## src/rtl/std_pkg.sv

```systemverilog
// Shared definitions for the std_* streaming library cells.
//   std_skid_state_t : 2-bit skid buffer state; 2'b11 is unused and
//                      recovers to ST_EMPTY.
package std_pkg;

  typedef enum logic [1:0] {
    ST_EMPTY = 2'b00,  // nothing held
    ST_BUSY  = 2'b01,  // main holds a beat, skid empty
    ST_FULL  = 2'b10   // main and skid both hold a beat
  } std_skid_state_t;

endpackage

```

## src/rtl/std_dffse.sv

```systemverilog
// Load-enable register with synchronous active-high reset to zero.
//   clk_i : clock
//   rst_i : synchronous reset, clears q_o
//   en_i  : load enable
//   d_i   : next value, captured when en_i is high
//   q_o   : registered value
module std_dffse #(
  parameter int WIDTH = 16
) (
  input  logic             clk_i,
  input  logic             rst_i,
  input  logic             en_i,
  input  logic [WIDTH-1:0] d_i,
  output logic [WIDTH-1:0] q_o
);

  logic [WIDTH-1:0] q_q;

  always_ff @(posedge clk_i) begin
    if (rst_i)     q_q <= '0;
    else if (en_i) q_q <= d_i;
  end

  assign q_o = q_q;

endmodule

```

## src/rtl/std_skid_buf.sv

```systemverilog
// Two-entry ready/valid register slice (skid buffer). Both the forward
// path (m_valid/m_data) and the backward path (s_ready) come straight
// from flops, so no input reaches an output combinationally.
//   clk     : clock
//   rst     : synchronous active-high reset, drops any held beats
//   s_valid/s_ready/s_data : upstream (producer) side
//   m_valid/m_ready/m_data : downstream (consumer) side
module std_skid_buf
  import std_pkg::*;
#(
  parameter int WIDTH = 16
) (
  input  logic             clk,
  input  logic             rst,
  input  logic             s_valid,
  output logic             s_ready,
  input  logic [WIDTH-1:0] s_data,
  output logic             m_valid,
  input  logic             m_ready,
  output logic [WIDTH-1:0] m_data
);

  std_skid_state_t state_q, state_d;
  logic            main_load, skid_load, main_from_skid;
  logic [WIDTH-1:0] main_d, skid_q;

  always_ff @(posedge clk) begin
    if (rst) state_q <= ST_EMPTY;
    else     state_q <= state_d;
  end

  always_comb begin
    state_d        = state_q;
    main_load      = 1'b0;
    skid_load      = 1'b0;
    main_from_skid = 1'b0;
    case (state_q)
      ST_EMPTY: begin
        if (s_valid) begin
          main_load = 1'b1;
          state_d   = ST_BUSY;
        end
      end
      ST_BUSY: begin
        if (s_valid && m_ready) begin
          main_load = 1'b1;           // pass-through at full rate
        end else if (s_valid) begin
          skid_load = 1'b1;           // consumer stalled: park in skid
          state_d   = ST_FULL;
        end else if (m_ready) begin
          state_d   = ST_EMPTY;       // main keeps its stale contents
        end
      end
      ST_FULL: begin
        // s_ready is low here, so s_valid is not a transfer.
        if (m_ready) begin
          main_load      = 1'b1;
          main_from_skid = 1'b1;
          state_d        = ST_BUSY;
        end
      end
      default: state_d = ST_EMPTY;   // unused encoding
    endcase
  end

  assign main_d = main_from_skid ? skid_q : s_data;

  std_dffse #(.WIDTH(WIDTH)) u_main (
    .clk_i (clk),
    .rst_i (rst),
    .en_i  (main_load),
    .d_i   (main_d),
    .q_o   (m_data)
  );

  std_dffse #(.WIDTH(WIDTH)) u_skid (
    .clk_i (clk),
    .rst_i (rst),
    .en_i  (skid_load),
    .d_i   (s_data),
    .q_o   (skid_q)
  );

  // Unused encoding shows neither valid nor ready until it recovers.
  assign m_valid = (state_q == ST_BUSY) || (state_q == ST_FULL);
  assign s_ready = (state_q == ST_EMPTY) || (state_q == ST_BUSY);

endmodule
```

## config.mk

```make
export PLATFORM = sky130hd
export DESIGN_NAME = std_skid_buf
export DESIGN_NICKNAME = d
export VERILOG_FILES = /design/src/rtl/std_pkg.sv /design/src/rtl/std_dffse.sv /design/src/rtl/std_skid_buf.sv
export SDC_FILE = /design/constraint.sdc
export NUM_CORES = 1
export LEC_CHECK = 0
export CORE_AREA = 2 2 46 90
export DETAILED_ROUTE_END_ITERATION = 10
export DIE_AREA = 0 0 48 92
export GPL_TIMING_DRIVEN = 0
export PLACE_DENSITY = 0.68
export SYNTH_ARGS = -nofsm -noshare
export SYNTH_HDL_FRONTEND = slang
export SYNTH_SLANG_ARGS = --single-unit
```

## constraint.sdc

```tcl
create_clock -name clk -period 2.6 [get_ports clk]
set_input_delay 0.26 -clock clk [delete_from_list [all_inputs] [get_ports clk]]
set_output_delay 0.26 -clock clk [all_outputs]
set_load 0.005 [all_outputs]
```

==> flow_summary.ini <==
[outcome]
status = finished, final reports clean

[setup_path]
worstSetupPathType = flip-flop to output pin
arrival_ps = 1750
path_max_fanout = 5
cp-end-kind = output pin
worstPathRequired_ps = 2340
start_kind = flip-flop

[global_route]
grt_pass1_wl_um = 5960
overflow = 0
grt_max_degree = 11
antenna_found_initial = 0
grt_use_total_pct = 18.5
grt_pass1_vias = 1397

[clock_network]
cts-resized-gates = 0
clkTransAtPathRegs_ps = 70
htreeDepth = 2
clockBufferDepth = 2
hold_buffers = 0
cts_tree = done
cts_sinks = 34
cts_made_buffers = 5
root_buffer = clkbuf_8
clkLatencyLatePin_ps = 280
cts_setup_buffers = 0

[yosys]
synth_top_area_share_pct = 42.2
ys_async_sr_fraction_pct = 0
yosys_register_bits = 34
synth.distinct_cells = 22
synthCells = 190
yosys.area.top_type = dfxtp_1
synth-edff-count = 0
synth_area_leaders = dfxtp_1 42%, a311oi_2 13%, nand2_1 12%
avgSynthCellArea_um2 = 8.49
synth_most_common_cell = nand2_1
synth-main-ff-cell = dfxtp_1
synthTopCellsByCount = 50 x nand2_1, 34 x dfxtp_1, 19 x nor2_1, 18 x a21oi_1, 17 x nand3_1
synth_fp_nets = 216
syn_area_um2 = 1610
yosysSeqAreaShare_pct = 42.2
synth_warnings = 0

[sta]
max-slew-margin-rel_pct = 57.0
tightest_slew_ps = 645
skew_ps = 7.46
final-setup-viol-count = 0
fmax_ghz = 0.496
final.setup.tns_ps = 0
fin_ws_ps = 586
hold_viol = 0
hold_ws_ps = 353
timing.final.crit_share_pct = 77.5
finalMaxSlewViolations = 0
period_needed_ps = 2010
grt_setup_unrepaired = false

[final_layout]
areaGrowthSynthToFinish_pct = 31.2
drive_above_1_share_pct = 15.0
antennaDiodeCount = 0
fillCellCount = 371
final_area_um2 = 2120
final_cells = 284
layout.nets = 259

[placed_design]
placedCellCount = 277
port_buffers = 36
hpwl_um = 2810
globalplace.congestion = 0.755
placed_area_um2 = 2040
dpl_worst_slack_ps = 555

[floorplan]
rows = 32
dieArea_um2 = 4420
ios = 38
fp.dieW_um = 48
design.core.area_um2 = 3800
start_util_pct = 42.4
die_h_um = 92

[pwr]
power_leakage_nw = 0.768
cellPowerDensity_nw_per_um2 = 626
ir_drop_mv = 0.346

[min_path]
hp-class = primary input to flip-flop

[routing]
drc_errors = 0
drt_pass1_iterations = 4
postRouteAntennaNets = 0
drt_iter0_markers = 21
via_per_inst = 5.07
routed_wl_um = 3690
wl_per_cell_um = 13.0
vias = 1441

[job]
maxCapViolations = 0
==> area by class of cell <==
class                   count  area [um2]  share of cell area, %
flip-flops and latches     34         681                   32.2
inverters                   4        15.0                  0.710
repair buffers             36         360                   17.0
plain buffers              15        87.6                   4.14
clock buffers               5        68.8                   3.25
multi-input cells         137         830                   39.2
well taps                  51        63.8                   3.02
clock inverters             2        10.0                  0.473
==> report_power, final <==
group	internal [mW]	switching, mW	leakage, nW
sequential	0.573	0.0286	0.279
clock	0.179	0.178	0.0438
combinational	0.195	0.170	0.446
==> cell usage in the layout (no fill, tap or decap), drive strengths merged <==
cell type      instances
o21ai                  3
dfxtp                 34
a31oi                  1
a21oi                 19
nor2                  19
clkinv                 2
buf                    9
clkbuf                11
or2                    2
or4                    1
inv                    4
nand2b                 1
ha                     6
clkdlybuf4s50         36
nand2                 51
a311oi                16
nand3                 18
==> logic make-up after synthesis <==
kind of cell | synth area share (%)
flip-flops | 42.2
AO/OA/AOI/OAI | 22.5
adder cells (fa/ha/maj) | 4.65
buffers and inverters | 6.36
AND/OR/NAND/NOR | 24.3
==> sequential cells by signal, summed over array words and instances, names as in the netlist <==
| register | cells |
|---|---|
| u_main.q_o | 16 |
| u_skid.q_o | 16 |
| state_q | 2 |
==> metal layers <==
| layer | track usage (%) | vias to the layer above | part of all wire, % |
|---|---|---|---|
| met3 | 4.13 | 15 | 2.6 |
| met1 | 19.2 | 659 | 38 |
| li1 | - | 733 | - |
| met4 | 10.4 | 0 | 3.6 |
| met5 | 0 | - | 0 |
| met2 | 31.3 | 34 | 56 |
==> through the flow <==
stage | utilization [%] | power, mW
final | 55.6 | 1.32
after global routing | 55.6 | 1.40
after CTS | 55.6 | 1.34
after detailed placement | 53.6 | 0.983
after global placement | 53.6 | 0.976
after floorplan | - | 0.817
==> final timing paths <==
kind                                from  slack [ps]  depth (start not counted)                           to
max              state_q[0]$_SDFFE_PP0P_         590                          4                      s_ready
max reg2reg      state_q[0]$_SDFFE_PP0P_         740                          6   u_main.q_o[6]$_SDFFE_PP0P_
min reg2reg  u_skid.q_o[12]$_SDFFE_PP0P_         460                          2  u_skid.q_o[12]$_SDFFE_PP0P_
min                                  rst         350                          2   u_main.q_o[3]$_SDFFE_PP0P_
==> worst max-delay path, cell delays in order (launching register included) <==
cell             delay, ps
dfxtp_1                420
inv_1                  110
ha_1                   210
or2_2                  290
clkdlybuf4s50_1        440
Note: power is estimated with default switching activity, not from simulation.
